## src/rtl/mux16_scan_pkg.sv

```systemverilog
// Shared constants and state encoding for the 16:1 mux scan sequencer.
// Imported by the encoder and the top level.
package mux16_scan_pkg;

  localparam int CH_W       = 4;
  localparam int N_CH       = 16;
  localparam int SETTLE_MAX = 15;

  typedef enum logic [1:0] {
    ST_IDLE   = 2'd0,
    ST_SETTLE = 2'd1,
    ST_SAMPLE = 2'd2,
    ST_DONE   = 2'd3
  } state_t;

endpackage

```

## src/rtl/mux16_scan_seq_prio_enc16.sv

```systemverilog
// Lowest-set-bit encoder over 16 inputs; purely combinational.
// o_any is low when no bit is set, in which case o_idx is 0.
module prio_enc16
  import mux16_scan_pkg::*;
(
  input  logic [N_CH-1:0] i_vec,
  output logic [CH_W-1:0] o_idx,
  output logic            o_any
);

  // Walk downward so the lowest set bit is the last one written.
  always_comb begin
    o_idx = '0;
    o_any = 1'b0;
    for (int i = N_CH - 1; i >= 0; i--) begin
      if (i_vec[i]) begin
        o_idx = CH_W'(i);
        o_any = 1'b1;
      end
    end
  end

endmodule

```

## src/rtl/mux16_scan_seq.sv

```systemverilog
// Walks the enabled channels of a 16:1 mux, waits SETTLE cycles per select
// change, samples each bit and publishes the assembled 16-bit word with a done pulse.
module mux16_scan_seq
  import mux16_scan_pkg::*;
#(
  parameter int unsigned SETTLE = 1
) (
  input  logic            clk,
  input  logic            rst_n,
  input  logic            start,
  input  logic            abort,
  input  logic [N_CH-1:0] mask,
  input  logic            mux_out,
  output logic [CH_W-1:0] mux_sel,
  output logic            busy,
  output logic            done,
  output logic [N_CH-1:0] word,
  output logic            valid
);

  localparam int unsigned SETTLE_LIM = (SETTLE > SETTLE_MAX) ? SETTLE_MAX : SETTLE;
  localparam logic [3:0]  SETTLE_CNT = 4'(SETTLE_LIM);
  localparam bit          SETTLE_ZERO = (SETTLE_LIM == 0);
  localparam state_t      ST_AFTER_SEL = SETTLE_ZERO ? ST_SAMPLE : ST_SETTLE;

  state_t          r_state, w_state_n;
  logic [CH_W-1:0] r_mux_sel, w_mux_sel_n;
  logic [3:0]      r_cnt, w_cnt_n;
  logic [N_CH-1:0] r_mask_q, w_mask_q_n;
  logic [N_CH-1:0] r_shadow, w_shadow_n;
  logic [N_CH-1:0] r_word, w_word_n;
  logic            r_valid, w_valid_n;

  logic [CH_W-1:0] w_first_idx, w_next_idx;
  logic            w_first_any, w_next_any;
  logic [N_CH:0]   w_above_wide;
  logic [N_CH-1:0] w_above;
  logic [N_CH-1:0] w_merged;

  // Channels strictly above the current select; widened so sel=15 shifts cleanly to zero.
  assign w_above_wide = {1'b0, r_mask_q} & ~((17'd2 << r_mux_sel) - 17'd1);
  assign w_above      = w_above_wide[N_CH-1:0];
  assign w_merged     = r_shadow | (N_CH'(mux_out) << r_mux_sel);

  prio_enc16 u_first (
    .i_vec (mask),
    .o_idx (w_first_idx),
    .o_any (w_first_any)
  );

  prio_enc16 u_next (
    .i_vec (w_above),
    .o_idx (w_next_idx),
    .o_any (w_next_any)
  );

  always_comb begin
    w_state_n   = r_state;
    w_mux_sel_n = r_mux_sel;
    w_cnt_n     = r_cnt;
    w_mask_q_n  = r_mask_q;
    w_shadow_n  = r_shadow;
    w_word_n    = r_word;
    w_valid_n   = r_valid;

    case (r_state)
      ST_IDLE: begin
        if (start) begin
          w_mask_q_n = mask;
          w_shadow_n = '0;
          if (!w_first_any) begin
            w_word_n  = '0;
            w_valid_n = 1'b1;
            w_state_n = ST_DONE;
          end else begin
            w_mux_sel_n = w_first_idx;
            w_cnt_n     = SETTLE_CNT;
            w_state_n   = ST_AFTER_SEL;
          end
        end
      end
      ST_SETTLE: begin
        w_cnt_n = r_cnt - 4'd1;
        if (r_cnt == 4'd1) begin
          w_state_n = ST_SAMPLE;
        end
      end
      ST_SAMPLE: begin
        w_shadow_n = w_merged;
        if (w_next_any) begin
          w_mux_sel_n = w_next_idx;
          w_cnt_n     = SETTLE_CNT;
          w_state_n   = ST_AFTER_SEL;
        end else begin
          w_word_n  = w_merged;
          w_valid_n = 1'b1;
          w_state_n = ST_DONE;
        end
      end
      ST_DONE: begin
        w_state_n = ST_IDLE;
      end
      default: begin
        w_state_n = ST_IDLE;
      end
    endcase

    // Abort discards any progress this cycle, including a start being accepted.
    if (abort) begin
      w_state_n   = ST_IDLE;
      w_mux_sel_n = r_mux_sel;
      w_cnt_n     = r_cnt;
      w_mask_q_n  = r_mask_q;
      w_shadow_n  = r_shadow;
      w_word_n    = r_word;
      w_valid_n   = r_valid;
    end
  end

  always_ff @(posedge clk or negedge rst_n) begin
    if (!rst_n) begin
      r_state <= ST_IDLE;
    end else begin
      r_state <= w_state_n;
    end
  end

  always_ff @(posedge clk or negedge rst_n) begin
    if (!rst_n) begin
      r_mux_sel <= '0;
      r_cnt     <= '0;
      r_mask_q  <= '0;
      r_shadow  <= '0;
      r_word    <= '0;
      r_valid   <= 1'b0;
    end else begin
      r_mux_sel <= w_mux_sel_n;
      r_cnt     <= w_cnt_n;
      r_mask_q  <= w_mask_q_n;
      r_shadow  <= w_shadow_n;
      r_word    <= w_word_n;
      r_valid   <= w_valid_n;
    end
  end

  assign mux_sel = r_mux_sel;
  assign busy    = (r_state == ST_SETTLE) || (r_state == ST_SAMPLE);
  assign done    = (r_state == ST_DONE);
  assign word    = r_word;
  assign valid   = r_valid;

endmodule

```

## config.mk

```make
export PLATFORM = sky130hd
export DESIGN_NAME = mux16_scan_seq
export DESIGN_NICKNAME = d
export VERILOG_FILES = /design/src/rtl/mux16_scan_pkg.sv /design/src/rtl/mux16_scan_seq_prio_enc16.sv /design/src/rtl/mux16_scan_seq.sv
export SDC_FILE = /design/constraint.sdc
export NUM_CORES = 1
export LEC_CHECK = 0
export CAP_MARGIN = 20
export CORE_AREA = 2 2 113 60
export DETAILED_ROUTE_END_ITERATION = 6
export DIE_AREA = 0 0 115 62
export GPL_ROUTABILITY_DRIVEN = 0
export PLACE_DENSITY = 0.79
export SLEW_MARGIN = 20
export SYNTH_ARGS = -nofsm -noshare
export SYNTH_HDL_FRONTEND = slang
export SYNTH_HIERARCHICAL = 1
export SYNTH_SLANG_ARGS = --single-unit
```

## constraint.sdc

```tcl
create_clock -name clk -period 4.67 [get_ports clk]
set_input_delay 0.934 -clock clk [delete_from_list [all_inputs] [get_ports clk]]
set_output_delay 0.934 -clock clk [all_outputs]
set_load 0.02 [all_outputs]
```

Yosys cells after proc, flatten, opt, wreduce, memory -nomap -nowiden
Cells that the tools add are included.

Bits in writable memories: 0. Bits in latches: 0. Input port bits: 21. Output and inout port bits: 23. Flip-flop bits (word level): 59. Memories: 0. Logic and storage cells: 124. Memory bits (read-only): 0.

Eq/ne operators: 11. Bitwise gates (word level): 4. Divide/modulo/power cells: 0. Add/sub/neg operators: 2. Mux-type cells: 88. Multiply operators: 0. Shift operators: 2. Reductions and logical operators: 10. Magnitude comparators: 0.

Operators by type and width (number): 2-to-1 mux 4 bit (38); 2-to-1 mux 16 bit (4); case mux 16 bit (2 select lines) (2); 2-to-1 mux 1 bit (35); AND 16 bit (1); NOT 16 bit (1); OR 16 bit (1); left shift 1 x 4 -> 16 bit (1); left shift 2 x 4 -> 16 bit (first input constant) (1); subtractor 16 x 1 -> 16 bit (second input constant) (1); AND reduction 5 bit (3); case mux 4 bit (3 select lines) (1); 2-to-1 mux 2 bit (5); inequality test 2 bit (second input constant) (4); case mux 2 bit (4 select lines) (1); case mux 4 bit (2 select lines) (1); inequality test 3 bit (second input constant) (2); AND reduction 3 bit (2); == test 2 bit (second input constant) (2); == test 4 x 1 -> 1 bit (second input constant) (1); subtractor 4 x 1 -> 4 bit (second input constant) (1); nonzero test 3 bit (1); == test 2 x 1 -> 1 bit (second input constant) (1); logical NOT 2 bit (1); other kinds (6) (6).

Depth between registers and ports, before layout
Depth after elaboration: 23. Gate-level depth with buffers: 13.

Modules after synthesis
Netlist, hierarchy kept.

By module, submodules not included: mux16_scan_seq (times used 1, cells an instance 270, area each 2969.1 um2, sequential area each 1451.4 um2); prio_enc16 (times used 2, cells an instance 33, area each 178.9 um2, sequential area each 0.0 um2).

Least setup slack after synthesis
OpenSTA, ideal clock, no wires.

Kind: reg-to-reg. From: register r_mux_sel[3] (netlist: mux_sel[3]). To: register r_word[10] (netlist: word[10]). Library setup time: 0.125 ns. Required time: 4.545 ns. Stages on the path, launching flop included: 13. Path slack: 1.261 ns. Path buffers: 1. Arrival time: 3.284 ns. Cells stage by stage: dfrtp_1 > nor3_1 > or2b_1 > ha_1 > clkbuf_1 > nor3_1 > o211ai_1 > and4_1 > nor4_2 > and3_1 > nand4_1 > a221oi_4 > mux2_2.

Elaborated cells on any way between the ends: 26. Those cells by class: 1 x add/sub; 1 x eq/ne; 2 x shift; 18 x mux; 3 x bitwise; 1 x reduce/logical.

RTL lines: from (decl) (line mux16_scan_seq.sv:27) `logic [CH_W-1:0] r_mux_sel, w_mux_sel_n;`; from (signal assigned) (line mux16_scan_seq.sv:137) `r_mux_sel <= w_mux_sel_n;`; left shift 2 x 4 -> 16 bit (line mux16_scan_seq.sv:41) `assign w_above_wide = {1'b0, r_mask_q} & ~((17'd2 << r_mux_sel) - 17'd1);`; subtractor 16 x 1 -> 16 bit (line mux16_scan_seq.sv:41); NOT 16 bit (line mux16_scan_seq.sv:41); AND 16 bit (line mux16_scan_seq.sv:41); net w_above_wide[11] (line mux16_scan_seq.sv:36) `logic [N_CH:0] w_above_wide;`; 2-to-1 mux 1 bit (12 in series) (line mux16_scan_seq_prio_enc16.sv:16) `if (i_vec[i]) begin`; net w_next_any (line mux16_scan_seq.sv:35) `logic w_first_any, w_next_any;`; inequality test 2 bit (no source line); AND reduction 5 bit (no source line); to (signal assigned) (line mux16_scan_seq.sv:141) `r_word <= w_word_n;`; to (decl) (line mux16_scan_seq.sv:31) `logic [N_CH-1:0] r_word, w_word_n;`.

The timed path passes the listed nets, and every way through them passes these cells. The select of a mux whose other input is x is not followed. A chain may end at the register's enable or synchronous reset.

Worst setup path in the final report
From: register r_mux_sel[3] (netlist: mux_sel[3]). To: register r_word[4] (netlist: word[4]).

The elaborated chain is that of the path after synthesis.

==> impl_metrics.yaml <==
synthesis:
  synth_top_area_cell: "dfrtp_1"
  synth_area_per_cell_um2: 9.90
  seq_area_frac_synth_pct: 43.6
  synth-main-ff-cell: "dfrtp_1"
  ys_types: 54
  synth.area.top_cells: "dfrtp_1 44%, mux2_2 11%, nand2_1 4.1%"
  synth_cells: 336
  yosys_register_bits: 58
  syn_area_um2: 3330
  synth_edf_count: 0
  synth_top_cell_area_share_pct: 43.6
  ys_warn_count: 6
  async_flop_share_pct: 100
cells_and_area:
  final_layout_size_suffix_gt1_share_pct: 16.0
  mostFrequentLayoutCell: "dfrtp_1"
  fin_util_pct: 64.6
  layout_common_cells: "58 x dfrtp_1, 42 x clkdlybuf4s50_1, 36 x nand2_1"
  diodes: 0
  final_nets: 405
  design_area_um2: 4070
  stdcell_count: 462
  syn_to_final_growth_pct: 22.4
hold_path:
  hold_path_class: "reg -> reg"
  hp-start: "valid$_DFFE_PN0P_"
  hold_path_depth: 1
  min_to: "valid$_DFFE_PN0P_"
critical_path:
  r2r-end: "word[4]$_DFFE_PN0P_"
  cp.arrival_ns: 4.16
  crit_start: "mux_sel[3]$_DFFE_PN0P_"
  rr_worst_depth: 11
  path_class: "reg -> reg"
  worst_setup_path_end_kind: "register"
  cp_slowest_cell: "a221oi_4"
  cpPeakStageDelay_ns: 0.62
  cp_max_fo: 18
  start_kind: "register"
  cpMostUsedCell: "nor3_1"
  crit_chain: "nor3_1 > or2b_1 > ha_1 > nor3_1 > o211ai_1 > and4_1 > nor4_2 > and3_1 > nand4_1 > a221oi_4 > mux2_2"
  rr_startpoint: "mux_sel[3]$_DFFE_PN0P_"
  critical_path_required_ns: 4.88
  rrSetupSlack_ns: 0.72
global_route:
  grt_max_degree: 59
  antenna_found_initial: 0
  grt_usage_pct: 26.8
  grt_pass1_wl_um: 13800
  grt.overflow.total: 0
  grt_pass1_vias: 2603
route:
  wl_met1_um: 4360
  wl_per_cell_um: 19.0
  drc: 0
  antenna_left: 0
  wl_um: 8780
  wl_met2_um: 3250
  dr.pass1.iters: 5
  dr_wl_met3_um: 993
  drtIter0Drc: 293
  vias_per_cell: 6.19
  vias: 2859
  top_layer: "met4"
timing:
  setup_tns_ns: 0
  rsz0062_at_grt: "no"
  finalCriticalPeriod_ns: 3.95
  worst_slew_pin_slew_ns: 1.02
  slew_violations: 0
  period_share_pct: 84.5
  fmax_mhz: 253
  finClkSkew_ns: 0.00883
  setup_viol: 0
  hold_viol_final: 0
  slew_headroom_pct: 32.3
clocking:
  ctsHoldBuffers: 0
  tritoncts: "built"
  cts-root-buf: "clkbuf_16"
  clk_pin_slew_ns: 0.05
  htreeDepth: 3
  cts_inserted_buffers: 9
  clockBufferDepth: 2
  ctsResizeCount: 0
  clock_latency_ns: 0.34
  cts.sinks: 58
  cts_setup_buffers: 0
power_and_ir_drop:
  p_clk_share_pct: 26.3
  internal-power_mw: 1.38
  max-vdd-ir-drop_mv: 0.236
  sw_frac_of_total_pct: 39.9
  p_per_area_nw_per_um2: 566
  pwr-share-seq_pct: 32.0
  finalPower_mw: 2.30
  p_leak_nw: 1.71
  p_switching_mw: 0.919
  combPwrFrac_pct: 41.7
die:
  dieArea_um2: 7130
  die_x_um: 115
  num_io_pins: 44
  core_um2: 6310
  die_height_um: 62
  initial_core_util_pct: 52.8
  rows: 21
placed_design:
  hpwl_um: 6400
  dpl_cell_area_um2: 3800
  numPortBuffers: 43
  dpl.cell_count: 446
flow_run:
  max-cap-violations: 0
outcome:
  status: "finished clean"
==> per-stage QoR <==
step | hold slack (ns) | setup slack, ns
floorplan | 0.451 | 1.26
global placement | 0.450 | 1.01
detailed placement | 0.469 | 0.815
CTS | 0.483 | 0.783
global route | 0.503 | 0.520
finish | 0.476 | 0.725
==> layer usage <==
| metal | global-route usage [%] | vias up |
|---|---|---|
| met5 | 0 | - |
| met4 | 9.29 | 0 |
| met3 | 11.7 | 19 |
| met2 | 34.9 | 164 |
| met1 | 39.4 | 1371 |
| li1 | - | 1305 |
==> registers in the layout, indices dropped and copies added (netlist names) <==
signal / cells
mux_sel: 4
r_shadow: 16
r_cnt: 4
r_mask_q: 15
valid: 1
word: 16
r_state: 2
==> cell families after synthesis <==
kind of cell | count (synthesis) | synth area share (%)
AND/OR/NAND/NOR | 118 | 20.0
other | 1 | 0.113
adder cells (fa/ha/maj) | 7 | 2.63
buffers and inverters | 30 | 3.65
multiplexers | 34 | 11.4
XOR/XNOR | 1 | 0.263
flip-flops | 58 | 43.6
AO/OA/AOI/OAI | 87 | 18.3
==> power groups by stage <==
stage,sequential (mW),clock [mW],combinational (mW)
4_1_cts,0.731,0.608,0.929
5_1_grt,0.753,0.637,1.03
3_3_place_gp,0.730,0,0.895
2_1_floorplan,0.694,0,0.697
6_report,0.737,0.607,0.960
3_5_place_dp,0.737,0,0.918
==> synthesized netlist by cell type (all sizes together), types with 2 or more instances <==
cell / n
mux2: 32
nand2b: 5
inv: 14
nand4: 2
nand3: 2
mux2i: 2
and2: 8
a41oi: 2
nor2: 20
nor4: 5
a21oi: 18
and3b: 6
clkbuf: 11
o311a: 2
nor2b: 7
nor3: 7
a31oi: 3
o211ai: 2
nor3b: 6
nand3b: 3
a22o: 8
o21ai: 23
nand2: 36
o2bb2ai: 8
and3: 5
a21o: 2
buf: 5
ha: 7
o31ai: 4
a211oi: 2
dfrtp: 58
o22ai: 3
==> how the worst max path moves through the flow <==
stage                     slack (ns)                    to  cells after the start
after global placement          1.01   word[9]$_DFFE_PN0P_                     11
after global routing            0.52  word[10]$_DFFE_PN0P_                     11
after floorplan                 1.26  word[10]$_DFFE_PN0P_                     12
after detailed placement        0.81   word[4]$_DFFE_PN0P_                     11
final                           0.72   word[4]$_DFFE_PN0P_                     11
after CTS                       0.78   word[4]$_DFFE_PN0P_                     11
==> worst max-delay path: cells and delay by family, from the launching register on <==
family / cells / cell delay (ns)
compound gates: 2 / 0.73
fa+ha+maj: 1 / 0.28
flops: 1 / 0.55
mux: 1 / 0.40
simple gates: 7 / 1.86
==> area by class of cell <==
class | count | area [um^2]
sequential | 58 | 1450
inverter | 14 | 52.6
clock inverter | 5 | 30.0
clock buffer | 11 | 243
timing repair buffer | 44 | 433
tap | 80 | 100
multi-input combinational | 250 | 1760
fill | 504 | 2230
Note: power is estimated with default switching activity, not from simulation.
